==> src/rtl/uart_transmitter_if.sv <==
// Parallel word handshake into the UART transmit FIFO.
interface uart_transmitter_if #(
    parameter int Data_length = 8
) ();
    logic [Data_length-1:0] parallel_datain;
    logic                   data_valid;
    logic                   data_ready;

    modport master (output parallel_datain, output data_valid, input data_ready);
    modport slave  (input parallel_datain, input data_valid, output data_ready);
endinterface

==> src/rtl/uart_transmitter.sv <==
// UART transmit stage: small FIFO plus framer emitting a 4-bit length header,
// start bit, LSB-first data, optional parity and stop bit on baud ticks.
//
// state    | meaning
// S_IDLE   | line high, tx_done high, waiting for a queued word on a tick
// S_HEADER | four bit periods of frame length L, MSB first
// S_START  | one bit period of 0
// S_DATA   | Data_length bit periods, bit 0 first
// S_PARITY | one bit period of parity (only when parity_en)
// S_STOP   | one bit period of 1, then idle or straight into the next header
module uart_transmitter #(
    parameter int Data_length = 8,
    parameter int parity_en   = 1,
    parameter int clk_per_bit = 10,
    parameter int fifo_depth  = 4
) (
    input  logic              tx_clk,
    input  logic              rst,
    uart_transmitter_if.slave s_if,
    input  logic              parity_type,
    output logic              serialdata_out,
    output logic              tx_done,
    output logic              baudratetx
);
    localparam int BW    = (clk_per_bit > 2) ? $clog2(clk_per_bit) : 1;
    localparam int PW    = $clog2(fifo_depth);
    localparam int CNT_W = $clog2(Data_length + 1);
    localparam logic [3:0] HDR = 4'(Data_length + parity_en + 2);

    typedef enum logic [2:0] {
        S_IDLE, S_HEADER, S_START, S_DATA, S_PARITY, S_STOP
    } state_t;

    state_t                 r_state;
    logic [BW-1:0]          r_baud_cnt;
    logic [Data_length-1:0] r_mem [fifo_depth];
    logic [PW-1:0]          r_wr_ptr;
    logic [PW-1:0]          r_rd_ptr;
    logic [PW:0]            r_count;
    logic [Data_length-1:0] r_shift;
    logic [3:0]             r_hdr;
    logic [1:0]             r_hdr_cnt;
    logic [CNT_W-1:0]       r_bit_cnt;
    logic                   r_par_type;
    logic                   r_parity;

    logic w_tick;
    logic w_empty;
    logic w_full;
    logic w_push;
    logic w_pop;

    assign w_tick     = (r_baud_cnt == BW'(clk_per_bit - 1));
    assign baudratetx = w_tick;
    assign w_empty    = (r_count == '0);
    assign w_full     = (r_count == (PW+1)'(fifo_depth));
    assign s_if.data_ready = ~w_full;
    assign w_push     = s_if.data_valid & ~w_full;
    assign w_pop      = w_tick & ~w_empty & ((r_state == S_IDLE) | (r_state == S_STOP));

    always_ff @(posedge tx_clk or negedge rst) begin
        if (!rst) begin
            r_baud_cnt <= '0;
        end else if (w_tick) begin
            r_baud_cnt <= '0;
        end else begin
            r_baud_cnt <= r_baud_cnt + 1'b1;
        end
    end

    always_ff @(posedge tx_clk) begin
        if (w_push) begin
            r_mem[r_wr_ptr] <= s_if.parallel_datain;
        end
    end

    always_ff @(posedge tx_clk or negedge rst) begin
        if (!rst) begin
            r_wr_ptr <= '0;
            r_rd_ptr <= '0;
            r_count  <= '0;
        end else begin
            if (w_push) begin
                r_wr_ptr <= r_wr_ptr + 1'b1;
            end
            if (w_pop) begin
                r_rd_ptr <= r_rd_ptr + 1'b1;
            end
            if (w_push && !w_pop) begin
                r_count <= r_count + 1'b1;
            end else if (w_pop && !w_push) begin
                r_count <= r_count - 1'b1;
            end
        end
    end

    always_ff @(posedge tx_clk or negedge rst) begin
        if (!rst) begin
            r_state        <= S_IDLE;
            r_shift        <= '0;
            r_hdr          <= '0;
            r_hdr_cnt      <= '0;
            r_bit_cnt      <= '0;
            r_par_type     <= 1'b0;
            r_parity       <= 1'b0;
            serialdata_out <= 1'b1;
            tx_done        <= 1'b1;
        end else if (w_tick) begin
            case (r_state)
                S_IDLE: begin
                    if (w_pop) begin
                        r_shift        <= r_mem[r_rd_ptr];
                        r_par_type     <= parity_type;
                        r_hdr          <= {HDR[2:0], 1'b0};
                        r_hdr_cnt      <= '0;
                        serialdata_out <= HDR[3];
                        tx_done        <= 1'b0;
                        r_state        <= S_HEADER;
                    end
                end
                S_HEADER: begin
                    if (r_hdr_cnt == 2'd3) begin
                        serialdata_out <= 1'b0;
                        r_state        <= S_START;
                    end else begin
                        serialdata_out <= r_hdr[3];
                        r_hdr          <= {r_hdr[2:0], 1'b0};
                        r_hdr_cnt      <= r_hdr_cnt + 1'b1;
                    end
                end
                S_START: begin
                    serialdata_out <= r_shift[0];
                    r_parity       <= r_par_type ^ r_shift[0];
                    r_shift        <= r_shift >> 1;
                    r_bit_cnt      <= CNT_W'(1);
                    r_state        <= S_DATA;
                end
                S_DATA: begin
                    if (r_bit_cnt == CNT_W'(Data_length)) begin
                        if (parity_en != 0) begin
                            serialdata_out <= r_parity;
                            r_state        <= S_PARITY;
                        end else begin
                            serialdata_out <= 1'b1;
                            r_state        <= S_STOP;
                        end
                    end else begin
                        serialdata_out <= r_shift[0];
                        r_parity       <= r_parity ^ r_shift[0];
                        r_shift        <= r_shift >> 1;
                        r_bit_cnt      <= r_bit_cnt + 1'b1;
                    end
                end
                S_PARITY: begin
                    serialdata_out <= 1'b1;
                    r_state        <= S_STOP;
                end
                S_STOP: begin
                    // tx_done pulses high for this one cycle even when the next header starts now
                    tx_done <= 1'b1;
                    if (w_pop) begin
                        r_shift        <= r_mem[r_rd_ptr];
                        r_par_type     <= parity_type;
                        r_hdr          <= {HDR[2:0], 1'b0};
                        r_hdr_cnt      <= '0;
                        serialdata_out <= HDR[3];
                        r_state        <= S_HEADER;
                    end else begin
                        serialdata_out <= 1'b1;
                        r_state        <= S_IDLE;
                    end
                end
                default: begin
                    serialdata_out <= 1'b1;
                    tx_done        <= 1'b1;
                    r_state        <= S_IDLE;
                end
            endcase
        end else begin
            tx_done <= (r_state == S_IDLE);
        end
    end
endmodule

==> src/flat_wrapper.sv <==
// flat-port wrapper written by rule: the top's interface ports become plain ports
module uart_transmitter_flat 
#(
    parameter int Data_length = 8,
    parameter int parity_en   = 1,
    parameter int clk_per_bit = 10,
    parameter int fifo_depth  = 4
)
  (tx_clk, rst, parity_type, serialdata_out, tx_done, baudratetx, s_if_parallel_datain, s_if_data_valid, s_if_data_ready);
  uart_transmitter_if #(.Data_length(Data_length)) s_if_i ();
  input  logic tx_clk;
  input  logic rst;
  input  logic parity_type;
  output logic serialdata_out;
  output logic tx_done;
  output logic baudratetx;
  input wire logic [$bits(s_if_i.parallel_datain)-1:0] s_if_parallel_datain;
  input wire logic [$bits(s_if_i.data_valid)-1:0] s_if_data_valid;
  output wire logic [$bits(s_if_i.data_ready)-1:0] s_if_data_ready;
  assign s_if_i.parallel_datain = s_if_parallel_datain;
  assign s_if_i.data_valid = s_if_data_valid;
  assign s_if_data_ready = s_if_i.data_ready;
  uart_transmitter #(.Data_length(Data_length), .parity_en(parity_en), .clk_per_bit(clk_per_bit), .fifo_depth(fifo_depth)) u_core (.tx_clk(tx_clk), .rst(rst), .s_if(s_if_i), .parity_type(parity_type), .serialdata_out(serialdata_out), .tx_done(tx_done), .baudratetx(baudratetx));
endmodule
==> config.mk <==
export PLATFORM = sky130hd
export DESIGN_NAME = uart_transmitter_flat
export DESIGN_NICKNAME = d
export VERILOG_FILES = /design/src/rtl/uart_transmitter_if.sv /design/src/rtl/uart_transmitter.sv /design/src/flat_wrapper.sv
export SDC_FILE = /design/constraint.sdc
export NUM_CORES = 1
export LEC_CHECK = 0
export CAP_MARGIN = 10
export CORE_MARGIN = 5
export CORE_UTILIZATION = 40
export CTS_CLUSTER_DIAMETER = 40
export CTS_CLUSTER_SIZE = 30
export DETAILED_ROUTE_END_ITERATION = 6
export HOLD_SLACK_MARGIN = 0.05
export PLACE_DENSITY = 0.56
export SLEW_MARGIN = 10
export SYNTH_ARGS = -nofsm -noshare
export SYNTH_HDL_FRONTEND = slang
export SYNTH_SLANG_ARGS = --single-unit
==> constraint.sdc <==
create_clock -name tx_clk -period 7.3 [get_ports tx_clk]
set_clock_uncertainty 0.1 [all_clocks]
set_input_delay 2.19 -clock tx_clk [delete_from_list [all_inputs] [get_ports tx_clk]]
set_output_delay 2.19 -clock tx_clk [all_outputs]
set_load 0.02 [all_outputs]
# Word level (Yosys, flattened, before mapping)
# Memories as Yosys holds them, arrays and structs flattened.
# Cells that the tools add are included.
[word_totals] mem_count=1 wordCells=95 out_inout_bits=4 inputBits=12 reg_bits=36 ram_bits=32
[classes] n_bitwise=8 muxes=30 n_eq_ne=17 n_reduce_logical=19 addsub=7
[mem_list] memory="u_core.r_mem" words=4 width=8 read_ports=1 rd_ports_with_merged_regs=0 write_ports=1 line="uart_transmitter.sv:36" source="logic [Data_length-1:0] r_mem [fifo_depth];"
[ops] op="$pmux 8 s3" count=1
[ops] op="$pmux 3 s6" count=1
[ops] op="$mux 4" count=4
[ops] op="$mux 8" count=2
[ops] op="$pmux 4 s2" count=2
[ops] op="$mux 3" count=5
[ops] op="$reduce_and 4->1" count=3
[ops] op="$eq 3x3->1 const B" count=3
[ops] op="$mux 1" count=9
[ops] op="$add 4x1->4 const B" count=2
[ops] op="$eq 4x4->1 const B" count=2
[ops] op="$ne 2x1->1 const B" count=4
[ops] op="$add 2x1->2 const B" count=3
[ops] op="$eq 3x2->1 const B" count=2
[ops] op="$logic_not 3->1" count=2
[ops] op="$ne 2x2->1 const B" count=3
[ops] op="$reduce_and 3->1" count=2
[ops] op="$reduce_bool 2->1" count=3
[ops] op="$mux 2" count=2
[ops] op="$pmux 1 s2" count=2
[ops] op="$pmux 1 s4" count=1
[ops] op="$pmux 2 s2" count=1
[ops] op="$reduce_and 2->1" count=2
[ops] op="$reduce_or 4->1" count=1
[ops] op="other kinds (13)" count=19

# Depth between registers and ports, before layout
[depth] depth_word=7 depth_mapped=11 depth_no_buf=9

# Worst setup path after synthesis
# No wires, ideal clock.
[synth_path] path_type="in2reg" start="in s_if_data_valid" end="reg u_core.r_count[2]" t_arrival_ns=3.449 setup_slack_ns=3.672 required_time_ns=7.121 path_stages=7 path_cell_list="and2_0 > ha_1 > inv_1 > fa_1 > xor2_1 > nor2_1 > xor2_1"
[synth_via] elab_chain_cells=4 word_cells_on_any_way=6 classes_between="mux (1); bitwise (1); reduce/logical (4)"
[synth_lines] element="start: declaration" line="flat_wrapper.sv:18" source="input wire logic [$bits(s_if_i.data_valid)-1:0] s_if_data_valid;"
[synth_lines] element="$and 1x1->1 (*)" line="uart_transmitter.sv:58" source="assign w_push = s_if.data_valid & ~w_full;"
[synth_lines] element="$logic_not 1->1" line="uart_transmitter.sv:91" source="end else if (w_pop && !w_push) begin"
[synth_lines] element="$logic_and 1x1->1" line="uart_transmitter.sv:91"
[synth_lines] element="$reduce_bool 2->1 (no source line)"
[synth_lines] element="end signal: assignment" line="uart_transmitter.sv:90" source="r_count <= r_count + 1'b1;"
[synth_lines] element="end signal: assignment" line="uart_transmitter.sv:92" source="r_count <= r_count - 1'b1;"
[synth_lines] element="end: declaration" line="uart_transmitter.sv:39" source="logic [PW:0] r_count;"
# Every way passes the cells marked *; elsewhere a longest branch is shown, timed or not.
# A chain may end at the register's enable or synchronous reset.

# Final worst setup path
[layout_path] start="reg u_core.r_baud_cnt[2]" end="out baudratetx"
[layout_via] elab_chain_cells=1
[layout_lines] element="start: declaration" line="uart_transmitter.sv:35" source="logic [BW-1:0] r_baud_cnt;"
[layout_lines] element="start signal: assignment" line="uart_transmitter.sv:67" source="r_baud_cnt <= r_baud_cnt + 1'b1;"
[layout_lines] element="$eq 4x4->1" line="uart_transmitter.sv:53" source="assign w_tick = (r_baud_cnt == BW'(clk_per_bit - 1));"
[layout_lines] element="end: declaration" line="flat_wrapper.sv:16" source="output logic baudratetx;"
# No other way between the ends.

==> results summary <==
The path with the worst hold slack has its endpoint at u_core.r_shift[6]. The setup slack of the worst register-to-register path is approximately 4600 ps. The proportion of register bits with asynchronous set or reset after synthesis came out at a little over half. For this block, the routed nets add up to a little over 5000 um of wire. For the pin with the worst max-slew slack, the measured transition is about 790 ps.

The cell chosen for the clock root is sky130_fd_sc_hd__clkbuf_8. The required time of the critical path is approximately 5000 ps. The routed via count came out at 1,777. The post-CTS setup repair buffer count is 0. In the synthesized netlist the dominant register cell turns out to be sky130_fd_sc_hd__dfrtp_1. Across all hold checks on the routed design, the worst slack comes to ~420 ps. The number of global-route vias before repair came out at about 1,800. The post-detailed-route DRC marker count is 0.

The first-pass detailed-route iteration total is 4. The power density normalized to cell area is between 200 and 300 nW/um2. The highest clock rate is about 220 MHz. The final hold violation count came to 0. The total I/O pin count came out at 16. In the post-synthesis netlist, the cell with the most instances is sky130_fd_sc_hd__dfrtp_1. Counting every instance in the synthesized netlist gives around 230. The depth of the worst hold-timing path came out at 1. The switching share of total power is 27.17%.

The wire-length estimate of the detail-placed layout is 3494 um. The share of the yosys chip area belonging to registers came out at ~57%. The count of distinct cell types in the synthesized netlist is 55. The number of sinks on the clock net is between 60 and 70. Data arrives at the worst endpoint at between 2000 and 2500 ps. The number of antenna violations at the first check in global routing was 0. The number of CTS-inserted buffers came out at 9.

The global placer's final weighted congestion came out at between 0.7 and 0.8. The fraction of power consumed by the clock network is between 30% and 40%. The overall die width is between 90 and 100 um. Yosys attributes the largest share of cell area to sky130_fd_sc_hd__edfxtp_1, sky130_fd_sc_hd__dfrtp_1, sky130_fd_sc_hd__mux2_4. The floorplan has 32 rows. In this run the number of H-tree levels came out at 3. The global-route usage over all layers came out at 11.68%.

The fraction of layout cells with a size suffix above 1 is about a fifth. The aggregate global routing overflow is 0. The net count of the mapped netlist came out at 249.

The quantity of gates resized following cts came out at 0. The final core utilization came out at a little under half. The post-synthesis sequential element count came out at 67. The number of buffers inserted by hold repair at cts is 0. Ranked by instance count, the synthesized netlist is headed by sky130_fd_sc_hd__dfrtp_1, sky130_fd_sc_hd__edfxtp_1, sky130_fd_sc_hd__mux2_4, sky130_fd_sc_hd__inv_1, sky130_fd_sc_hd__nand2_1. The count of warnings emitted by yosys is 0. The worst setup path is launched from a register. The starting density of the core is 41.35%. The number of buffers on the longest clock path is 2. The final critical-path required period is roughly 4400 ps. The die covers between 9000 and 10,000 um2. Combinational logic is responsible for 17.8% of the overall power. The area inside the core boundary came out at slightly below 8000 um2. The number of port buffers is 15. The largest total area in the synthesized netlist belongs to sky130_fd_sc_hd__edfxtp_1. The most critical setup path has its startpoint at u_core.r_baud_cnt[2].

The clock edge transition at the registers on the reported setup and hold paths came out at around 70 ps. The worst register-to-register path begins at u_core.r_state[0]. In this run the worst hold path is classified as register to register. The accumulated negative setup slack came out at 0 ps. The number of filler instances in the final layout came out at 691. For this run, the post-layout net count is around 270. The combined area of the multi-input logic cells is approximately 1300 um2.

The first global-routing pass estimated roughly 9000 um of wire. The tool flagged a number of max-cap violations equal to 0. The footprint of the flip-flops and latches came out at approximately 1800 um2.

By startpoint and endpoint, the worst setup path is classified as register to primary output. The static power due to leakage came out at approximately 0.0014 uW. The origin of the worst min-delay path is u_core.r_shift[6]. The worst slew slack as a fraction of its limit came out at between 40 and 50%. In this run the critical register-to-register path is captured at u_core.r_count[1]. The number of antenna-violating nets in the routed design is 0. The average vias per placed instance came out at 5.063. The internal power of the cells came out at 733.7 uW. Setup repair after global routing left no endpoint under its margin. Sequential cells burn a little over 50% of the power. The peak fanout along the critical path is 15. The pin count of the biggest net entering global routing is 36. The layout overhead on the synthesized area is 12.51%. The final clock period utilization by the worst path is between 60% and 70%. Across the VDD grid, the largest voltage drop is ~0.19 mV. Of the post-synthesis cell area, the dominant cell type holds 29.92%.

The post-synthesis cell area came out at around 3200 um2. A synthesized cell averages 14.09 um2. The final-report setup violation count is 0. The number of enable flip-flop cells after synthesis is 32. The run finished with clean final reports. The path depth of the worst reg2reg path is 7. The number of diodes added for antenna fixing is 0. The wire length per cell is 14.59 um. The sort of element at the end of the critical path is a primary output. The net switching power is roughly 270 uW. The CTS tree is built.

The die span in y came out at roughly 100 um. For the worst-skew pair, the clock arrives at the later sink with an insertion delay of between 300 and 400 ps. The iteration-0 DRC count of the detailed router is 58.

The total count of max-transition violations in the final report came out at 0.
registers in the layout (all words and copies together) (netlist names), 2 cells and up:
register and cells:
u_core.r_mem 32, u_core.r_shift 8, u_core.r_baud_cnt 4, u_core.r_bit_cnt 4, u_core.r_count 3, u_core.r_hdr 3
u_core.r_state 3, u_core.r_hdr_cnt 2, u_core.r_rd_ptr 2, u_core.r_wr_ptr 2
critical path, cell delays in order (launching register included):
cell	delay, ps
sky130_fd_sc_hd__dfrtp_1	420
sky130_fd_sc_hd__nand4bb_1	400
sky130_fd_sc_hd__inv_2	340
sky130_fd_sc_hd__clkdlybuf4s50_1	660
cell families (layout without fill, tap and decap cells):
logic type	after synthesis	after routing	share of synthesized area [%]
buffers and inverters	22	43	3.778
adders and majority gates	9	9	3.740
DFF	67	67	57.27
and+or+nand+nor	50	50	9.077
muxes	31	31	15.04
xor gates and xnor gates	7	7	1.909
AOI/OAI and AO/OA	42	42	9.194
layout by cell type (no fill, tap or decap), types with 5 or more instances in the layout:
cell	count
sky130_fd_sc_hd__a21oi_1	7
sky130_fd_sc_hd__a22o_1	5
sky130_fd_sc_hd__clkbuf_8	9
sky130_fd_sc_hd__clkdlybuf4s50_1	14
sky130_fd_sc_hd__dfrtp_1	33
sky130_fd_sc_hd__edfxtp_1	32
sky130_fd_sc_hd__ha_1	8
sky130_fd_sc_hd__inv_1	11
sky130_fd_sc_hd__mux2_2	7
sky130_fd_sc_hd__mux2_4	12
sky130_fd_sc_hd__mux4_2	7
sky130_fd_sc_hd__nand2_1	11
sky130_fd_sc_hd__nor2_1	8
sky130_fd_sc_hd__o21ai_0	8
sky130_fd_sc_hd__xnor2_1	5
metrics by stage:
step | instance area (um2) | cells | setup WS [ps] | power (uW)
finish | 3613 | 351 | 2850 | 1007
global placement | 3408 | 335 | 3083 | 703.4
global route | 3613 | 351 | 2704 | 1069
CTS | 3613 | 351 | 2816 | 1025
detailed placement | 3408 | 335 | 3014 | 705.6
floorplan | 3212 | 228 | 3672 | 659.9
area by class of cell:
class | count | area share, %
flip-flops and latches | 67 | 50.90
multi-input cells | 139 | 34.63
repair buffers | 15 | 4.017
well taps | 102 | 3.532
clock buffers | 9 | 3.428
clock inverters | 7 | 2.251
inverters | 12 | 1.247
power by group through the flow:
stage          sequential [uW]  combinational (uW)  clock, uW
6_report                   514                 179        314
5_1_grt                    525                 203        342
4_1_cts                    516                 183        326
2_1_floorplan              500                 160          0
3_5_place_dp               522                 183          0
3_3_place_gp               522                 181          0
per-layer routing:
| metal | part of all wire, % | wire length, um | global-route usage, % |
|---|---|---|---|
| met3 | 3.7 | 191 | 3.787 |
| met5 | 0 | 0 | 0 |
| met2 | 48 | 2441 | 17.77 |
| met4 | 1.2 | 59 | 5.042 |
| met1 | 47 | 2429 | 15.34 |
worst max-delay path by stage:
stage,to
6_report,baudratetx
5_1_grt,baudratetx
4_1_cts,baudratetx
3_5_place_dp,u_core.r_count[2]
3_3_place_gp,u_core.r_count[2]
2_1_floorplan,u_core.r_count[2]
Note: power is estimated with default switching activity, not from simulation.
